<file path="config.mk">
export PLATFORM = sky130hd
export DESIGN_NAME = clock_control_logic_fanout_flat
export DESIGN_NICKNAME = d
export VERILOG_FILES = /design/src/rtl/clock_control_pkg.sv /design/src/rtl/clock_control_logic_fanout_if.sv /design/src/rtl/clock_ack_synchroniser.sv /design/src/rtl/clock_control_logic_fanout.sv /design/src/flat_wrapper.sv
export SDC_FILE = /design/constraint.sdc
export NUM_CORES = 1
export LEC_CHECK = 0
export BUFFER_PORTS_ARGS = -buffer_cell sky130_fd_sc_hd__clkbuf_2
export CAP_MARGIN = 10
export CORE_MARGIN = 2
export CORE_UTILIZATION = 41
export CTS_CLUSTER_SIZE = 16
export DETAILED_ROUTE_END_ITERATION = 6
export GPL_TIMING_DRIVEN = 0
export PLACE_DENSITY_LB_ADDON = 0.05
export SLEW_MARGIN = 0
export SYNTH_ARGS = -nofsm -noshare
export SYNTH_HDL_FRONTEND = slang
export SYNTH_SLANG_ARGS = --single-unit
</file>
<file path="constraint.sdc">
create_clock -name clock -period 3.28 [get_ports clock]
set_input_delay 0.164 -clock clock [delete_from_list [all_inputs] [get_ports clock]]
set_output_delay 0.164 -clock clock [all_outputs]
set_load 0.02 [all_outputs]
</file>
<file path="src/rtl/clock_control_pkg.sv">
// ----------------------------------------------------------------------------
// clock_control_pkg
//   Shared types for clock-tree node controllers.
//   - clk_node_state_t  : node sequencing state (7 states)
//   - clk_node_status_t : one-hot node status {silent, starting, ready, stopping},
//                         common to the fan-out and single-child controllers
//   - decode_status     : state -> status mapping
//   - holdoff_cnt_width : hold-off counter width, never less than 1 bit
// ----------------------------------------------------------------------------
package clock_control_pkg;

    typedef enum logic [2:0] {
        ST_SILENT     = 3'd0,
        ST_REQ_PARENT = 3'd1,
        ST_ENABLING   = 3'd2,
        ST_READY      = 3'd3,
        ST_HOLDOFF    = 3'd4,
        ST_DISABLING  = 3'd5,
        ST_RELEASE    = 3'd6
    } clk_node_state_t;

    typedef struct packed {
        logic silent;
        logic starting;
        logic ready;
        logic stopping;
    } clk_node_status_t;

    // Exactly one status bit is set for every encoding. The unused encoding
    // reports silent, matching the state the FSM recovers to from it.
    function automatic clk_node_status_t decode_status(clk_node_state_t s);
        clk_node_status_t st;
        st = '0;
        case (s)
            ST_SILENT:                   st.silent   = 1'b1;
            ST_REQ_PARENT, ST_ENABLING:  st.starting = 1'b1;
            ST_READY, ST_HOLDOFF:        st.ready    = 1'b1;
            ST_DISABLING, ST_RELEASE:    st.stopping = 1'b1;
            default:                     st.silent   = 1'b1;
        endcase
        return st;
    endfunction

    // $clog2(n+1) bits hold the values 0..n; a zero hold-off still needs a
    // 1-bit counter so that the register has a legal width.
    function automatic int unsigned holdoff_cnt_width(int unsigned n);
        return (n == 0) ? 1 : $clog2(n + 1);
    endfunction

endpackage : clock_control_pkg

</file>
<file path="src/rtl/clock_control_logic_fanout_if.sv">
// ----------------------------------------------------------------------------
// clock_control_logic_fanout_if
//   Signal bundle of one clock-tree node controller.
//   Parent side : parent_request (node->parent), parent_ready, parent_silent
//   Child side  : child_request (children->node), child_ready/silent/
//                 starting/stopping (node->children, replicated status)
//   Macro side  : async_enable (node->macro), async_enable_ack (asynchronous)
//   Error       : protocol_error (sticky)
//   Modports    : slave  - the node controller itself
//                 master - the environment around it (parent, children, macro)
// ----------------------------------------------------------------------------
interface clock_control_logic_fanout_if #(
    parameter int unsigned NUM_CHILDREN = 4
);

    logic                    parent_request;
    logic                    parent_ready;
    logic                    parent_silent;
    logic [NUM_CHILDREN-1:0] child_request;
    logic [NUM_CHILDREN-1:0] child_ready;
    logic [NUM_CHILDREN-1:0] child_silent;
    logic [NUM_CHILDREN-1:0] child_starting;
    logic [NUM_CHILDREN-1:0] child_stopping;
    logic                    async_enable;
    logic                    async_enable_ack;
    logic                    protocol_error;

    modport slave (
        input  parent_ready,
        input  parent_silent,
        input  child_request,
        input  async_enable_ack,
        output parent_request,
        output child_ready,
        output child_silent,
        output child_starting,
        output child_stopping,
        output async_enable,
        output protocol_error
    );

    modport master (
        output parent_ready,
        output parent_silent,
        output child_request,
        output async_enable_ack,
        input  parent_request,
        input  child_ready,
        input  child_silent,
        input  child_starting,
        input  child_stopping,
        input  async_enable,
        input  protocol_error
    );

endinterface : clock_control_logic_fanout_if

</file>
<file path="src/rtl/clock_ack_synchroniser.sv">
// ----------------------------------------------------------------------------
// clock_ack_synchroniser
//   Multi-flop synchroniser bringing an asynchronous acknowledge into the
//   clock domain. Reusable for any level-type asynchronous ack.
//   Ports:
//     clock   in  1  destination clock (rising edge)
//     reset   in  1  synchronous, active-high; clears the whole chain
//     async_i in  1  asynchronous level input
//     sync_o  out 1  async_i delayed by STAGES flops
//   Parameters:
//     STAGES  number of flops in the chain (>= 2)
// ----------------------------------------------------------------------------
module clock_ack_synchroniser #(
    parameter int unsigned STAGES = 2
) (
    input  logic clock,
    input  logic reset,
    input  logic async_i,
    output logic sync_o
);

    logic [STAGES-1:0] sync_q;

    // NOTE: sequential state uses non-blocking assignments so every flop in
    // the chain samples the value its neighbour held before the edge.
    always_ff @(posedge clock) begin
        if (reset) begin
            sync_q <= '0;
        end else begin
            sync_q <= {sync_q[STAGES-2:0], async_i};
        end
    end

    assign sync_o = sync_q[STAGES-1];

endmodule : clock_ack_synchroniser

</file>
<file path="src/rtl/clock_control_logic_fanout.sv">
// ----------------------------------------------------------------------------
// clock_control_logic_fanout
//   Clock-tree node controller for one gated clock slice serving NUM_CHILDREN
//   downstream requesters. ORs child demand into one upstream request,
//   sequences the slice gate enable with an ack handshake, and holds the gate
//   open through short demand gaps with a stop hold-off counter.
//   Ports:
//     clock    in  1  node clock, rising edge
//     reset    in  1  synchronous, active-high
//     node_if  slave modport of clock_control_logic_fanout_if:
//       parent_request out, parent_ready in, parent_silent in,
//       child_request in [N], child_ready/silent/starting/stopping out [N],
//       async_enable out, async_enable_ack in (async), protocol_error out
//   Parameters:
//     NUM_CHILDREN     child channels (>= 1)
//     STOP_HOLDOFF     zero-demand cycles tolerated in READY (0 = stop at once)
//     ACK_SYNC_STAGES  synchroniser depth for async_enable_ack (>= 2)
//   Every output is a decode of registered state only; no input reaches an
//   output combinationally.
// ----------------------------------------------------------------------------
module clock_control_logic_fanout
    import clock_control_pkg::*;
#(
    parameter int unsigned NUM_CHILDREN    = 4,
    parameter int unsigned STOP_HOLDOFF    = 8,
    parameter int unsigned ACK_SYNC_STAGES = 2
) (
    input logic                          clock,
    input logic                          reset,
    clock_control_logic_fanout_if.slave  node_if
);

    localparam int unsigned CNT_W = holdoff_cnt_width(STOP_HOLDOFF);
    // First count loaded on entering HOLDOFF; the zero-count cycle is itself
    // one of the tolerated cycles, hence the -1.
    localparam logic [CNT_W-1:0] HOLDOFF_LOAD =
        CNT_W'((STOP_HOLDOFF == 0) ? 0 : STOP_HOLDOFF - 1);

    clk_node_state_t  state_q, state_d;
    logic [CNT_W-1:0] cnt_q, cnt_d;
    logic             err_q, err_d;
    logic             demand;
    logic             ack_s;
    clk_node_status_t status;

    assign demand = |node_if.child_request;

    clock_ack_synchroniser #(
        .STAGES (ACK_SYNC_STAGES)
    ) u_ack_sync (
        .clock   (clock),
        .reset   (reset),
        .async_i (node_if.async_enable_ack),
        .sync_o  (ack_s)
    );

    // ------------------------------------------------------------------
    // State, counter and error registers
    // ------------------------------------------------------------------
    always_ff @(posedge clock) begin
        if (reset) begin
            state_q <= ST_SILENT;
            cnt_q   <= '0;
            err_q   <= 1'b0;
        end else begin
            state_q <= state_d;
            cnt_q   <= cnt_d;
            err_q   <= err_d;
        end
    end

    // ------------------------------------------------------------------
    // Next-state logic
    // ------------------------------------------------------------------
    // NOTE: every signal driven here gets a default first so that no path
    // through the case leaves it unassigned and infers a latch.
    always_comb begin
        state_d = state_q;
        cnt_d   = cnt_q;

        case (state_q)
            ST_SILENT: begin
                if (demand) begin
                    state_d = ST_REQ_PARENT;
                end
            end

            // No abort here: once the parent has been asked, the start
            // sequence completes even if demand disappears meanwhile.
            ST_REQ_PARENT: begin
                if (node_if.parent_ready) begin
                    state_d = ST_ENABLING;
                end
            end

            ST_ENABLING: begin
                if (ack_s) begin
                    state_d = ST_READY;
                end
            end

            ST_READY: begin
                if (!demand) begin
                    if (STOP_HOLDOFF == 0) begin
                        state_d = ST_DISABLING;
                    end else begin
                        state_d = ST_HOLDOFF;
                        cnt_d   = HOLDOFF_LOAD;
                    end
                end
            end

            // Returning demand wins over expiry; the count only runs down
            // while demand stays absent and stops at zero.
            ST_HOLDOFF: begin
                if (demand) begin
                    state_d = ST_READY;
                    cnt_d   = '0;
                end else if (cnt_q == '0) begin
                    state_d = ST_DISABLING;
                end else begin
                    cnt_d = cnt_q - CNT_W'(1);
                end
            end

            ST_DISABLING: begin
                if (!ack_s) begin
                    state_d = ST_RELEASE;
                end
            end

            // Demand raised here waits for the parent to be fully stopped;
            // SILENT then restarts the sequence cleanly.
            ST_RELEASE: begin
                if (node_if.parent_silent) begin
                    state_d = ST_SILENT;
                end
            end

            default: begin
                state_d = ST_SILENT;
                cnt_d   = '0;
            end
        endcase
    end

    // Sticky: losing the parent clock while the gate is (being) opened is a
    // protocol violation. It is reported only; sequencing ignores it.
    always_comb begin
        err_d = err_q;
        if (!node_if.parent_ready &&
            (state_q inside {ST_ENABLING, ST_READY, ST_HOLDOFF})) begin
            err_d = 1'b1;
        end
    end

    // ------------------------------------------------------------------
    // Outputs: pure decodes of the state register
    // ------------------------------------------------------------------
    assign status = decode_status(state_q);

    assign node_if.parent_request = (state_q inside {ST_REQ_PARENT, ST_ENABLING,
                                                     ST_READY, ST_HOLDOFF,
                                                     ST_DISABLING});
    assign node_if.async_enable   = (state_q inside {ST_ENABLING, ST_READY,
                                                     ST_HOLDOFF});
    assign node_if.protocol_error = err_q;

    assign node_if.child_silent   = {NUM_CHILDREN{status.silent}};
    assign node_if.child_starting = {NUM_CHILDREN{status.starting}};
    assign node_if.child_ready    = {NUM_CHILDREN{status.ready}};
    assign node_if.child_stopping = {NUM_CHILDREN{status.stopping}};

endmodule : clock_control_logic_fanout

</file>
<file path="src/flat_wrapper.sv">
// flat-port wrapper written by rule: the top's interface ports become plain ports
module clock_control_logic_fanout_flat import clock_control_pkg::*;
#(
    parameter int unsigned NUM_CHILDREN    = 4,
    parameter int unsigned STOP_HOLDOFF    = 8,
    parameter int unsigned ACK_SYNC_STAGES = 2
)
  (clock, reset, node_if_parent_ready, node_if_parent_silent, node_if_child_request, node_if_async_enable_ack, node_if_parent_request, node_if_child_ready, node_if_child_silent, node_if_child_starting, node_if_child_stopping, node_if_async_enable, node_if_protocol_error);
  clock_control_logic_fanout_if #(.NUM_CHILDREN(NUM_CHILDREN)) node_if_i ();
  input logic clock;
  input logic reset;
  input wire logic [$bits(node_if_i.parent_ready)-1:0] node_if_parent_ready;
  input wire logic [$bits(node_if_i.parent_silent)-1:0] node_if_parent_silent;
  input wire logic [$bits(node_if_i.child_request)-1:0] node_if_child_request;
  input wire logic [$bits(node_if_i.async_enable_ack)-1:0] node_if_async_enable_ack;
  output wire logic [$bits(node_if_i.parent_request)-1:0] node_if_parent_request;
  output wire logic [$bits(node_if_i.child_ready)-1:0] node_if_child_ready;
  output wire logic [$bits(node_if_i.child_silent)-1:0] node_if_child_silent;
  output wire logic [$bits(node_if_i.child_starting)-1:0] node_if_child_starting;
  output wire logic [$bits(node_if_i.child_stopping)-1:0] node_if_child_stopping;
  output wire logic [$bits(node_if_i.async_enable)-1:0] node_if_async_enable;
  output wire logic [$bits(node_if_i.protocol_error)-1:0] node_if_protocol_error;
  assign node_if_i.parent_ready = node_if_parent_ready;
  assign node_if_i.parent_silent = node_if_parent_silent;
  assign node_if_i.child_request = node_if_child_request;
  assign node_if_i.async_enable_ack = node_if_async_enable_ack;
  assign node_if_parent_request = node_if_i.parent_request;
  assign node_if_child_ready = node_if_i.child_ready;
  assign node_if_child_silent = node_if_i.child_silent;
  assign node_if_child_starting = node_if_i.child_starting;
  assign node_if_child_stopping = node_if_i.child_stopping;
  assign node_if_async_enable = node_if_i.async_enable;
  assign node_if_protocol_error = node_if_i.protocol_error;
  clock_control_logic_fanout #(.NUM_CHILDREN(NUM_CHILDREN), .STOP_HOLDOFF(STOP_HOLDOFF), .ACK_SYNC_STAGES(ACK_SYNC_STAGES)) u_core (.clock(clock), .reset(reset), .node_if(node_if_i));
endmodule
</file>
==> results of run 1 <==
-- cells by family after synthesis --
kind of cell / synth area share
and+or+nand+nor: 0.246
AOI/OAI and AO/OA: 0.265
buffers and inverters: 0.164
DFF: 0.248
xor gates and xnor gates: 0.0217
muxes: 0.0248
adders and majority gates: 0.0310
-- path summary, 6_finish.rpt --
path	endpoint	slack (ps)	depth (start not counted)
worst max-delay path	u_core.cnt_q[3]$_SDFFE_PP0P_	1140	7
worst min-delay path	u_core.u_ack_sync.sync_q[0]$_SDFF_PP0_	110	2
worst max register to register	u_core.cnt_q[3]$_SDFFE_PP0P_	1140	7
worst min register to register	u_core.u_ack_sync.sync_q[1]$_SDFF_PP0_	440	1
-- through the flow --
stage / std cells / cell area (um^2) / util / setup WS (ps) / power, mW
4_1_cts: 165 / 1010 / 0.533 / 1130 / 1.06
2_1_floorplan: 107 / 808 / - / 1300 / 0.754
5_1_grt: 165 / 1010 / 0.533 / 1050 / 1.14
3_3_place_gp: 161 / 977 / 0.514 / 1160 / 0.944
6_report: 165 / 1010 / 0.533 / 1140 / 1.06
3_5_place_dp: 161 / 977 / 0.514 / 1150 / 0.947
-- critical path, stage by stage, from the launching register on --
cell and delay, ps:
dfxtp_1 330, inv_1 120, ha_1 180, or3b_2 510
o211a_1 250, o21a_1 200, xnor2_1 130, a2111oi_2 320
-- layout make-up --
class | instances | area [um^2] | area share
Clock buffer | 4 | 36.3 | 0.0358
Multi-Input combinational cell | 74 | 475 | 0.469
Tap cell | 27 | 33.8 | 0.0333
Buffer | 17 | 110 | 0.109
Sequential cell | 10 | 200 | 0.198
Inverter | 6 | 22.5 | 0.0222
Timing Repair Buffer | 27 | 135 | 0.133
-- metal layers --
| layer | global-route usage | vias up |
|---|---|---|
| met5 | 0 | - |
| met4 | 0.0667 | 0 |
| met3 | 0.0340 | 4 |
| met2 | 0.319 | 40 |
| met1 | 0.203 | 378 |
| li1 | - | 430 |
-- sequential cells by signal, summed over array words and instances (netlist names) --
| name | count |
|---|---|
| u_core.cnt_q | 4 |
| u_core.node_if.protocol_error | 1 |
| u_core.state_q | 3 |
| u_core.u_ack_sync.sync_q | 2 |
-- cells in the final DEF, fill, tap and decap left out, drive strengths merged, types with 2 or more instances in the layout --
cell type	instances
a211oi	2
nor3	3
inv	6
and2	2
nand2b	3
ha	2
nor2b	4
buf	12
o21ai	8
a21oi	5
nor2	10
clkbuf	36
nand2	6
or3b	2
dfxtp	10
or3	3
mux2i	2
-- report_power, final --
| part | switching, mW | total [mW] | internal, mW |
|---|---|---|---|
| registers | 0.0277 | 0.175 | 0.147 |
| logic | 0.449 | 0.768 | 0.319 |
| clock network | 0.0450 | 0.112 | 0.0674 |
==> results.md, run 1 <==
* Outcome: completed
* Source-to-sink clock delay at the later pin of the worst-skew pair at 270 ps
* Initial DRC count at 32
* Setup Total Neg Slack at 0 ps
* RSZ-0062 raised after global routing: no
* Critical Path Sink Type: register
* Number of nets produced by synthesis at 118
* Fmax at 468 MHz
* I/O Buffers at 27
* Total iterations of the first detailed-routing run at 4
* Met3 wirelength from detailed routing at 156 um
* CTS-repair resized insts at 0
* Boundary Pins at 28
* Clock tree from TritonCTS: done
* Die Outline Area at 2340 um^2
* Category of the most critical setup path: register to register
* Via count at 852
* CTS Hold Bufs at 0
* Mapped Cells at 107
* Number of warning messages in the yosys log at 0
* Max-slew headroom at 0.509
* Antenna violations before repair at 0
* Signed area change from the synthesized netlist to the final layout at 25.4%
* Cell variety after synth at 41
* Register clock-pin slew on the reported worst setup and hold paths at 70 ps
* Area share of the largest cell type after synthesis at 0.248
* Average footprint of a synthesized cell at 7.55 um^2
* Launching element of the worst setup path: u_core.cnt_q[0]$_SDFFE_PP0P_
* Routability congestion estimate at about 0.81
* Final routed wire length divided by cell count at 11.5 um
* Async S/R FF share, synth at 0
* Core footprint at 1900 um^2
* Number of setup buffers added after CTS at 0
* Actual transition at the worst max-transition pin at approximately 730 ps
* Clock sink count at 10
* Number of synthesized register bits at 10
* Final setup skew at between 4 and 5 ps
* Leak Pwr at 0.464 nW
* Most area-hungry cell type in the Yosys netlist: dfxtp_1
* Maximum Capacitance Violations at 0
* Filler cells at 188
* Top cells by area, synth: dfxtp_1 (25%), buf_4 (11%), o21ai_0 (5.0%), nor2_1 (4.6%), ha_1 (3.1%)
* Max-slew violation count at 0
* Startpoint of the worst-slack reg-to-reg timing path: u_core.cnt_q[0]$_SDFFE_PP0P_
* Part of the cycle the worst path needs at 0.651
* Horizontal die dimension at 48.4 um
* Number of placement rows at 16
* Metal-1 WL at 880 um
* Clock Tree Root: clkbuf_4
* Half-perimeter wire length after detailed placement at 1460 um
* Topmost layer with routed signal wires: met4
* Starting density of the core at 0.425
* Most common cell in the netlist: buf_4
* Element type at the critical path start: register
* Commonest cells in the netlist: buf_4 (12), dfxtp_1 (10), nor2_1 (10)
* PwrDens at around 1000 nW/um^2
* Number of global-route vias before repair at 788
* Hold crit path type: primary input to register
* Peak VDD IR at about 0.00048 V
* Post-Syn Area at a little over 800 um^2
* Sequential-to-total area share from yosys stat at 0.248
* First-pass GRT wire length at 3310 um
* Startpoint of the tightest hold check path: node_if_async_enable_ack
* Post-detailed-routing wire length at 1890 um
* Critical-path maximum fanout at 5
* Routed met2 length at 833 um
* Flip-flop cell with the highest count after synthesis: dfxtp_1
* Overall routing resource usage at 0.176
* WHS at 106 ps
* Post-DRT Antenna Nets at 0
* Final hold violation count at 0
* Die Ht at 48.4 um
* Maximum buffer depth of the clock tree at 2
* Maximum number of pins on one net before global-route repair at 11
* DRC violations left at 0
* Min Clock Period, post-route at approximately 2100 ps
* Post-detailed-route via-to-cell ratio at 5.16
* Congestion Overflow GR at 0
* Clock buffers created by TritonCTS at 3
* Share of post-route cells with drive strength above 1 at 0.355
* Number of flops mapped to enable cells by yosys at 0
* Endpoint arrival time on the critical path at roughly 2300 ps
* Endpoints failing setup at 0
* Number of levels in the clock H-tree at 1
* Diodes inserted at 0
* Number of nets in the finished design at 150
* Required time worst endpoint at between 3000 and 4000 ps
Power figures use the tool's default switching activity.
==> run 2, diff against run 1 <==
==> constraint.sdc (replaced) <==
create_clock -name clock -period 2.1 [get_ports clock]
set_input_delay 0.105 -clock clock [delete_from_list [all_inputs] [get_ports clock]]
set_output_delay 0.105 -clock clock [all_outputs]
set_load 0.02 [all_outputs]
==> run 2 against run 1 <==
Register-to-register slack worse by 1000 ps. Non-clock buffer count did not move. Die area unchanged. Clock skew fell by 2.9 ps. Sequential share of layout area is essentially flat. Global-route usage unchanged. Worst setup slack lost 1000 ps. Wire length hardly changed. Clock power increased by 54%. Power grew 56%. Final area rose by 0.25%.
==> results.md, run 2 (synthesis gave the netlist of run 1 again) <==
* Critical-path maximum fanout at 5 (unchanged)
* Core occupancy in the finished layout at 0.534 (was 0.533)
* CTS-repair resized insts at 1 (was 0)
* Overall routing resource usage at 0.176 (unchanged)
* Via count at 843 (was 852)
* Endpoint arrival time on the critical path at 2150 ps (was 2300 ps)
* Crit-path leading delay family: compound AO/OA/AOI/OAI gates (unchanged)
* Post-route cell area at 1020 um^2 (was 1010 um^2)
* Bufs and invs on worst path at 1 (unchanged)
* Die Ht at 48.4 um (unchanged)
* Post-detailed-routing wire length at 1900 um (was 1890 um)
* PwrDens at 1630 nW/um^2 (was 1040 nW/um^2)
* Antenna violations before repair at 0 (unchanged)
* Clock buffers created by TritonCTS at 3 (unchanged)
* Post-Place Cells at 161 (unchanged)
* Max-slew violation count at 0 (unchanged)
* Maximum buffer depth of the clock tree at 2 (unchanged)
* Critical Path Sink Type: register (unchanged)
* Biggest register: u_core.cnt_q (unchanged)
* Die Outline Area at 2340 um^2 (unchanged)
* Element type at the critical path start: register (unchanged)
* Routability congestion estimate at 0.806 (unchanged)
* Peak VDD IR at 0.000748 V (was 0.000479 V)
* Number of placement rows at 16 (unchanged)
* Number of nets in the finished design at 150 (unchanged)
* Part of the cycle the worst path needs at 0.945 (was 0.651)
* RSZ-0062 raised after global routing: no (unchanged)
* Diodes inserted at 0 (unchanged)
* I/O Buffers at 27 (unchanged)
* Post-detailed-route via-to-cell ratio at 5.11 (was 5.16)
* Final std cells w/o fill at 165 (unchanged)
* Fmax at 504 MHz (was 468 MHz)
* Maximum Capacitance Violations at 0 (unchanged)
* Leak Pwr at 0.464 nW (about the same)
* Final setup skew at 1.31 ps (was 4.21 ps)
* Source-to-sink clock delay at the later pin of the worst-skew pair at 260 ps (was 270 ps)
* Congestion Overflow GR at 0 (unchanged)
* Actual transition at the worst max-transition pin at 773 ps (was 729 ps)
* Initial DRC count at 42 (was 32)
* Endpoints failing setup at 0 (unchanged)
* CTS Hold Bufs at 0 (unchanged)
* Cell with the largest stage delay on the worst path: or3b_4 (was or3b_2)
* Outcome: completed (unchanged)
* Starting density of the core at 0.425 (unchanged)
* Final routed wire length divided by cell count at 11.5 um (about the same)
* Max-slew headroom at 0.480 (was 0.509)
* Clock tree from TritonCTS: done (unchanged)
* Boundary Pins at 28 (unchanged)
* Biggest cell delay along the critical path at 410 ps (was 510 ps)
* Final hold violation count at 0 (unchanged)
* Number of global-route vias before repair at 788 (unchanged)
* Horizontal die dimension at 48.4 um (unchanged)
* Min Clock Period, post-route at 1980 ps (was 2140 ps)
* Most common cell after layout, fill and taps aside: clkbuf_2 (unchanged)
* Share of post-route cells with drive strength above 1 at 0.362 (was 0.355)
* Register clock-pin slew on the reported worst setup and hold paths at 70 ps (about the same)
* Top library cells by usage in the layout, fill and taps aside: clkbuf_2 (28), buf_4 (12), nor2_1 (10), dfxtp_1 (10), o21ai_0 (8) (unchanged)
* Placed cell area at 977 um^2 (unchanged)
* Registers with the highest flip-flop counts: u_core.cnt_q: 4 flops, u_core.state_q: 3 flops, u_core.u_ack_sync.sync_q: 2 flops (unchanged)
* Post-DRT Antenna Nets at 0 (unchanged)
* Number of levels in the clock H-tree at 1 (unchanged)
* Hold crit path type: primary input to register (unchanged)
* DRC violations left at 0 (unchanged)
* WHS at 46.9 ps (was 106 ps)
* Core footprint at 1900 um^2 (unchanged)
* First-pass GRT wire length at 3310 um (unchanged)
* Total iterations of the first detailed-routing run at 4 (unchanged)
* Required time worst endpoint at 2260 ps (was 3450 ps)
* Clock Tree Root: clkbuf_4 (unchanged)
* Cell-by-cell trace of the critical path: inv_2, ha_1, or3b_4, o211a_1, o21a_1, xnor2_1, a2111oi_2 (was inv_1, ha_1, or3b_2, o211a_1, o21a_1, xnor2_1, a2111oi_2)
* Number of setup buffers added after CTS at 0 (unchanged)
* Signed area change from the synthesized netlist to the final layout at 25.7% (was 25.4%)
* Clock sink count at 10 (unchanged)
* Maximum number of pins on one net before global-route repair at 11 (unchanged)
* Category of the most critical setup path: register to register (unchanged)
* Flip-flop count of the largest register, all copies and words added at 4 (unchanged)
* Half-perimeter wire length after detailed placement at 1460 um (unchanged)
run 2: cell counts in the layout (fill, tap and decap cells not counted):
No cell type changed its count.
run 2: routing by layer:
| metal | up-vias | part of all wire | track usage |
|---|---|---|---|
| met2 | 41 | 0.44 | 0.319 |
| li1 | 430 | - | - |
| met3 | 2 | 0.080 | 0.0340 |
| met4 | 0 | 0.0090 | 0.0667 |
| met1 | 370 | 0.47 | 0.203 |
| met5 | - | 0 | 0 |
run 2: final cells by class:
class	count	area, um^2
flip-flops and latches	10	200
clock buffers	4	36.3
repair buffers	27	135
fillers	189	886
well taps	27	33.8
multi-input cells	74	478
plain buffers	17	110
inverters	6	22.5
run 2: power breakdown:
part	switching, mW	internal (mW)	total (mW)
Combinational	0.700	0.503	1.20
Clock	0.0683	0.105	0.173
Sequential	0.0441	0.230	0.274
run 2: stage by stage:
step                setup WS [ps]  setup TNS, ps  total power, mW
CTS                          58.8              0             1.66
global route                 3.66              0             1.79
finish                        116              0             1.65
detailed placement          -30.3          -30.3             1.48
floorplan                     121              0             1.18
global placement            -23.3          -23.3             1.47
run 2: final timing paths:
path / start / end / slack [ps] / depth (start not counted)
setup / recovery: u_core.cnt_q[0]$_SDFFE_PP0P_ / u_core.cnt_q[3]$_SDFFE_PP0P_ / 120 / 7
hold / removal: node_if_async_enable_ack / u_core.u_ack_sync.sync_q[0]$_SDFF_PP0_ / 50 / 2
setup reg to reg: u_core.cnt_q[0]$_SDFFE_PP0P_ / u_core.cnt_q[3]$_SDFFE_PP0P_ / 120 / 7
hold reg to reg: u_core.u_ack_sync.sync_q[0]$_SDFF_PP0_ / u_core.u_ack_sync.sync_q[1]$_SDFF_PP0_ / 440 / 1
